[src/rtl/sram_uart_fifo.sv]
// sram_uart_fifo: 16550-subset register window on a 64-bit SRAM port, TX/RX FIFOs.
// Define UART_FIFO_IRQ_EN for a writable IER, computed IIR and the level irq.
module sram_uart_fifo #(
    parameter logic [63:0] BASE_ADDR = 64'h6000_0000,
    parameter int          TX_DEPTH  = 16,
    parameter int          RX_DEPTH  = 256
) (
    input  logic        clka,
    input  logic        rstn,
    input  logic [63:0] addra,
    input  logic [63:0] dina,
    input  logic [7:0]  wea,
    input  logic        ena,
    output logic [63:0] douta,
    output logic [7:0]  tx_data,
    output logic        tx_valid,
    input  logic        tx_ready,
    input  logic [7:0]  rx_data,
    input  logic        rx_ready,
    output logic        irq
);
    localparam int TAW = $clog2(TX_DEPTH);
    localparam int RAW = $clog2(RX_DEPTH);
    localparam logic [TAW:0] TX_CAP = TX_DEPTH[TAW:0];
    localparam logic [RAW:0] RX_CAP = RX_DEPTH[RAW:0];

    if ((TX_DEPTH < 2) || ((TX_DEPTH & (TX_DEPTH - 1)) != 0)) begin : g_bad_tx
        $error("TX_DEPTH must be a power of two >= 2");
    end
    if ((RX_DEPTH < 2) || ((RX_DEPTH & (RX_DEPTH - 1)) != 0)) begin : g_bad_rx
        $error("RX_DEPTH must be a power of two >= 2");
    end

    logic [7:0]     tx_mem_q [TX_DEPTH];
    logic [TAW-1:0] tx_wp_q, tx_wp_d, tx_rp_q, tx_rp_d;
    logic [TAW:0]   tx_cnt_q, tx_cnt_d;
    logic [7:0]     rx_mem_q [RX_DEPTH];
    logic [RAW-1:0] rx_wp_q, rx_wp_d, rx_rp_q, rx_rp_d;
    logic [RAW:0]   rx_cnt_q, rx_cnt_d;
    logic [7:0]     tx_data_q, tx_data_d;
    logic           tx_valid_q, tx_valid_d;
    logic           oe_q, oe_d;
    logic [63:0]    douta_q, douta_d;

    logic       rd, tx_empty, tx_full, rx_empty, rx_full;
    logic       tx_push, tx_pop, rx_push, rx_pop, oe_set;
    logic       thre, temt, dr;
    logic [2:0] sel;
    logic [1:0] ier_v;
    logic       irq_rx, irq_th, unused_ier;
    logic [7:0] iir, lsr, rbr;
    logic [63:0] rd_word;

    assign sel      = addra[2:0];
    assign rd       = ena & (wea == 8'h00);
    assign tx_empty = (tx_cnt_q == '0);
    assign tx_full  = (tx_cnt_q == TX_CAP);
    assign rx_empty = (rx_cnt_q == '0);
    assign rx_full  = (rx_cnt_q == RX_CAP);

    assign tx_push = ena & wea[0] & ~tx_full;
    assign tx_pop  = (~tx_valid_q | tx_ready) & ~tx_empty;
    assign rx_pop  = rd & (sel == 3'd0) & ~rx_empty;
    // A pop in the same cycle frees the slot, so a full FIFO still accepts.
    assign rx_push = rx_ready & (~rx_full | rx_pop);
    assign oe_set  = rx_ready & rx_full & ~rx_pop;

    assign thre = tx_empty;
    assign temt = tx_empty & ~tx_valid_q;
    assign dr   = ~rx_empty;

`ifdef UART_FIFO_IRQ_EN
    logic [1:0] ier_q;
    always_ff @(posedge clka or negedge rstn) begin
        if (!rstn) begin
            ier_q <= 2'b00;
        end else if (ena & wea[1]) begin
            ier_q <= dina[9:8];
        end
    end
    assign ier_v      = ier_q;
    assign irq_rx     = ier_q[0] & dr;
    assign irq_th     = ier_q[1] & thre;
    assign unused_ier = 1'b0;
`else
    assign ier_v      = 2'b00;
    assign irq_rx     = 1'b0;
    assign irq_th     = 1'b0;
    assign unused_ier = ^dina[9:8];
`endif

    assign iir = irq_rx ? 8'hC4 : (irq_th ? 8'hC2 : 8'hC1);
    assign irq = irq_rx | irq_th;
    assign lsr = {1'b0, temt, thre, 3'b000, oe_q, dr};
    assign rbr = rx_empty ? 8'h00 : rx_mem_q[rx_rp_q];
    assign rd_word = {8'h00, 8'h00, lsr, 8'h00, 8'h03, iir, {6'b0, ier_v}, rbr};

    always_comb begin
        tx_wp_d    = tx_wp_q;
        tx_rp_d    = tx_rp_q;
        tx_cnt_d   = tx_cnt_q + (TAW+1)'(tx_push) - (TAW+1)'(tx_pop);
        rx_wp_d    = rx_wp_q;
        rx_rp_d    = rx_rp_q;
        rx_cnt_d   = rx_cnt_q + (RAW+1)'(rx_push) - (RAW+1)'(rx_pop);
        tx_data_d  = tx_data_q;
        tx_valid_d = tx_valid_q;
        oe_d       = oe_q;
        douta_d    = rd ? rd_word : douta_q;
        if (tx_push) tx_wp_d = tx_wp_q + TAW'(1);
        if (tx_pop)  tx_rp_d = tx_rp_q + TAW'(1);
        if (rx_push) rx_wp_d = rx_wp_q + RAW'(1);
        if (rx_pop)  rx_rp_d = rx_rp_q + RAW'(1);
        if (tx_pop) begin
            tx_data_d  = tx_mem_q[tx_rp_q];
            tx_valid_d = 1'b1;
        end else if (tx_valid_q & tx_ready) begin
            tx_valid_d = 1'b0;
        end
        // A fresh overrun outranks the clear-on-read of the same cycle.
        if (oe_set) begin
            oe_d = 1'b1;
        end else if (rd & (sel == 3'd5)) begin
            oe_d = 1'b0;
        end
    end

    always_ff @(posedge clka) begin
        if (tx_push) tx_mem_q[tx_wp_q] <= dina[7:0];
        if (rx_push) rx_mem_q[rx_wp_q] <= rx_data;
    end

    always_ff @(posedge clka or negedge rstn) begin
        if (!rstn) begin
            tx_wp_q    <= '0;
            tx_rp_q    <= '0;
            tx_cnt_q   <= '0;
            rx_wp_q    <= '0;
            rx_rp_q    <= '0;
            rx_cnt_q   <= '0;
            tx_data_q  <= 8'h00;
            tx_valid_q <= 1'b0;
            oe_q       <= 1'b0;
            douta_q    <= 64'h0;
        end else begin
            tx_wp_q    <= tx_wp_d;
            tx_rp_q    <= tx_rp_d;
            tx_cnt_q   <= tx_cnt_d;
            rx_wp_q    <= rx_wp_d;
            rx_rp_q    <= rx_rp_d;
            rx_cnt_q   <= rx_cnt_d;
            tx_data_q  <= tx_data_d;
            tx_valid_q <= tx_valid_d;
            oe_q       <= oe_d;
            douta_q    <= douta_d;
        end
    end

    assign douta    = douta_q;
    assign tx_data  = tx_data_q;
    assign tx_valid = tx_valid_q;

    logic unused_ok;
    assign unused_ok = ^{addra[63:3], dina[63:10], BASE_ADDR, unused_ier};
endmodule

[config.mk]
export PLATFORM = sky130hd
export DESIGN_NAME = sram_uart_fifo
export DESIGN_NICKNAME = d
export VERILOG_FILES = /design/src/rtl/sram_uart_fifo.sv
export SDC_FILE = /design/constraint.sdc
export NUM_CORES = 2
export LEC_CHECK = 0
export BUFFER_PORTS_ARGS = -buffer_cell sky130_fd_sc_hd__buf_2
export CORE_MARGIN = 1.5
export CORE_UTILIZATION = 40
export CTS_CLUSTER_DIAMETER = 40
export DETAILED_ROUTE_END_ITERATION = 8
export SLEW_MARGIN = 20
export SYNTH_ARGS = -nofsm -noshare
export SYNTH_HDL_FRONTEND = slang
export SYNTH_SLANG_ARGS = --single-unit
[constraint.sdc]
create_clock -name clka -period 3.83 [get_ports clka]
set_input_delay 0.1915 -clock clka [delete_from_list [all_inputs] [get_ports clka]]
set_output_delay 0.1915 -clock clka [all_outputs]
set_load 0.03 [all_outputs]
==> qor.tcl <==
set qor(crit_family) {compound AO/OA/AOI/OAI gates}
set qor(finalWorstPathRequiredPeriod_ns) 3.75
set qor(slowest_stage) {dfrtp_4}
set qor(row_count) 171
set qor(final.fill_count) 17850
set qor(holdPathEnd) {rx_mem_q[95][4]}
set qor(worst_pin_slew_ns) 1.13
set qor(antenna_found_initial) 5
set qor(post_dp_cell_area_sq_um) 93400
set qor(place_ws_ns) 0.150
set qor(detail_route.wl_per_cell_microns) 30.0
set qor(ff2ff_path_depth) 9
set qor(synthesis.yosys.warnings) 0
set qor(powerDensity_nw_per_um2) 560
set qor(reg2reg_setup_slack_ns) 0.08
set qor(switchingPower_mw) 13.0
set qor(multiInputGateArea_sq_um) 19400
set qor(clock.fmax_mhz) 266
set qor(drt_first_iter_violations) 4946
set qor(detailroute.wirelength.met2_microns) 111000
set qor(worstHoldPathCells) 1
set qor(synth_enable_flop_cells) 2176
set qor(fin_ws_ns) 0.0752
set qor(run_status) {finished, violations left}
set qor(hold_path_startpoint) {rx_data[4]}
set qor(cts_sinks) 2237
set qor(core_region_area_sq_um) 218000
set qor(dr.max_layer_used) {met4}
set qor(power.clock.fraction_pct) 45.4
set qor(buffers_inserted_during_post_cts_setup_optimization) 0
set qor(drv_cap) 0
set qor(nets) 4946
set qor(synthCells) 4313
set qor(cp.buffers_inverters) 2
set qor(detail_route.wirelength.met1_microns) 96400
set qor(final_antenna_net_count) 0
set qor(static-leakage-power_nw) 32.8
set qor(routed-wl-met3_microns) 18800
set qor(final_min_period_over_clock_period_pct) 98.0
set qor(routed_via_density) 5.79
set qor(hold_buffers_post_cts) 32
set qor(gpl.final_weighted_congestion) 0.864
set qor(rsz0062_at_grt) {false}
set qor(timing.slew.headroom_pct) 24.8
set qor(yosysSeqAreaShare_pct) 76.0
set qor(grt_max_degree) 178
set qor(synthArstFlopShare_pct) 2.73
set qor(timing.hold.ws_ns) -0.00277
set qor(final_area_sq_um) 103000
set qor(timing_max_transition_violations_final) 0
set qor(dpl.hpwl_microns) 146000
set qor(floorplan.initialDensity_pct) 40.4
set qor(finClkSkew_ns) 0.0445
set qor(regToRegEndpoint) {douta[7]}
set qor(setup_total_negative_slack_ns) 0
set qor(floorplan.io_pins) 223
set qor(path_clk_slew_ns) 0.06
set qor(wirelength_microns) 235000
set qor(critPathMaxFanout) 43
set qor(critical_path_class) {reg2reg}
set qor(ir_drop_uv) 745
set qor(vias_in_the_first_global_route) 45525
set qor(endpoint_kind) {flop}
set qor(route.detailed.drc) 0
set qor(reg2reg_from) {rx_rp_q[1]}
set qor(swShare_pct) 22.5
set qor(die_area_sq_um) 223000
set qor(layout.cells.most_common) {edfxtp_1}
set qor(drive_gt1_share_pct) 26.8
set qor(synthToLayoutAreaGrowth_pct) 17.1
set qor(post_synth_instance_area_sq_um) 87900
set qor(power.total_mw) 57.6
set qor(synth_area_per_cell_sq_um) 20.4
set qor(synthDistinctLibCells) 72
set qor(cell_internal_pwr_mw) 44.7
set qor(ys_ff_latch) 2237
set qor(failing_checks) {hold timing}
set qor(worstHoldPathType) {in2reg}
set qor(finalSetupViolCount) 0
set qor(num_vias) 45312
set qor(detailed_routing_iterations_pass_1) 7
set qor(grt_first_pass_wirelength_microns) 335000
set qor(cts_tree) {done}
set qor(power_frac_seq_pct) 48.1
set qor(crit_path_max_incr_delay_ns) 0.86
set qor(dieHeight_microns) 472
set qor(overall_track_demand_over_capacity_in_global_routing_pct) 20.9
set qor(layout_common_cells) {edfxtp_1 (2176), mux4_2 (467), nor2_1 (310)}
set qor(regArea_sq_um) 66900
set qor(power.share.combinational_pct) 6.5
set qor(startpoint_type) {flop}
set qor(clock_path_buffers) 4
set qor(worst_skew_pair.late_latency_ns) 0.93
set qor(htree_levels) 5
set qor(required_ns) 4.58
set qor(hold_viol) 4
set qor(ys.flop_type) {edfxtp_1}
set qor(cts_buffers) 288
set qor(cts-resized-gates) 0
set qor(crit_chain) {buf_12 -> mux4_2 -> mux2i_1 -> o21ai_0 -> o221ai_1 -> o21ai_0 -> buf_4 -> o221ai_1 -> o311ai_1}
set qor(globalRouteOverflowTotal) 0
set qor(clock-root-buffer) {clkbuf_16}
set qor(critical_path_arrival_ns) 4.51
set qor(floorplan.die.width_microns) 472
set qor(port_buffers) 57
[final cells by class]
cell class,instances,share of cell area [%]
Inverter,32,0.122
Tap cell,2854,3.47
Timing Repair Buffer,424,3.65
Antenna cell,2,0.00486
Sequential cell,2237,65.0
Multi-Input combinational cell,1784,18.8
Clock buffer,340,7.38
Clock inverter,158,1.61
[kinds of logic (layout without fill, tap and decap cells)]
| logic type | count (synthesis) | in the layout | share of synthesized area, % |
|---|---|---|---|
| flip-flops | 2237 | 2237 | 76.0 |
| AO/OA/AOI/OAI | 391 | 391 | 3.10 |
| XOR/XNOR | 32 | 32 | 0.319 |
| adder cells (fa/ha/maj) | 30 | 30 | 0.444 |
| multiplexers | 756 | 756 | 15.3 |
| AND/OR/NAND/NOR | 527 | 527 | 2.51 |
| buffers and inverters | 339 | 954 | 2.28 |
| other | 1 | 50 | 0.00426 |
[worst max-delay path by stage]
| stage | startpoint | end | cells past startpoint |
|---|---|---|---|
| after floorplan | rx_cnt_q[7] | rx_cnt_q[8] | 17 |
| after CTS | rx_rp_q[1] | douta[7] | 9 |
| after global routing | wea[2] | rx_cnt_q[8] | 19 |
| after detailed placement | rx_rp_q[1] | douta[7] | 9 |
| final | rx_rp_q[1] | douta[7] | 9 |
| after global placement | rx_rp_q[1] | douta[7] | 9 |
[sequential cells by signal, summed over array words and instances, names as in the netlist]
signal,flops
rx_mem_q,2048
tx_mem_q,128
douta,13
rx_cnt_q,9
rx_rp_q,8
rx_wp_q,8
tx_data,8
tx_cnt_q,5
tx_rp_q,4
tx_wp_q,4
oe_q,1
tx_valid,1
[Yosys cell counts (4+ instances only)]
cell / instances / area [sq um]
edfxtp_1: 2176 / 65300
mux4_2: 467 / 10500
nor2_1: 313 / 1170
mux2i_1: 272 / 2720
clkbuf_1: 119 / 447
nand2_1: 105 / 394
a21oi_1: 74 / 370
buf_4: 68 / 510
a221oi_1: 63 / 552
dfrtp_1: 61 / 1530
o21ai_0: 61 / 305
buf_2: 47 / 235
buf_6: 43 / 484
a22oi_1: 34 / 255
o22ai_1: 31 / 194
inv_1: 29 / 109
nand3_1: 29 / 145
o221ai_1: 29 / 254
ha_1: 28 / 350
buf_1: 22 / 82.6
xnor2_1: 21 / 184
a211oi_1: 20 / 150
mux2_2: 15 / 169
nor2b_1: 15 / 93.8
nor3_1: 15 / 75.1
nand4_1: 14 / 87.6
xor2_1: 11 / 96.3
a31oi_1: 9 / 56.3
and2_1: 8 / 50.1
nand2b_1: 7 / 43.8
and3_1: 6 / 37.5
buf_8: 6 / 90.1
o2111ai_1: 6 / 52.6
o31ai_1: 6 / 45.0
o21bai_1: 5 / 37.5
a2111oi_0: 4 / 35.0
a211o_1: 4 / 35.0
a32oi_1: 4 / 35.0
o211ai_1: 4 / 30.0
or3_1: 4 / 25.0
[routing by layer]
layer / track usage (%) / vias to the layer above
li1: - / 18611
met3: 3.77 / 436
met1: 29.2 / 24073
met5: 0 / -
met2: 32.9 / 2192
met4: 8.10 / 0
[through the flow]
stage,instances,util (%)
6_report,7831,47.3
5_1_grt,7830,47.3
4_1_cts,7829,47.3
3_5_place_dp,7299,42.9
3_3_place_gp,7299,42.9
2_1_floorplan,4360,-
[power by group through the flow]
stage	Sequential, mW	Combinational (mW)	Clock [mW]
2_1_floorplan	28.1	2.24	0
3_3_place_gp	28.2	3.68	0
3_5_place_dp	28.2	3.74	0
4_1_cts	27.7	3.79	26.5
5_1_grt	27.7	4.02	27.4
6_report	27.7	3.75	26.2
Note: power is estimated with default switching activity, not from simulation.
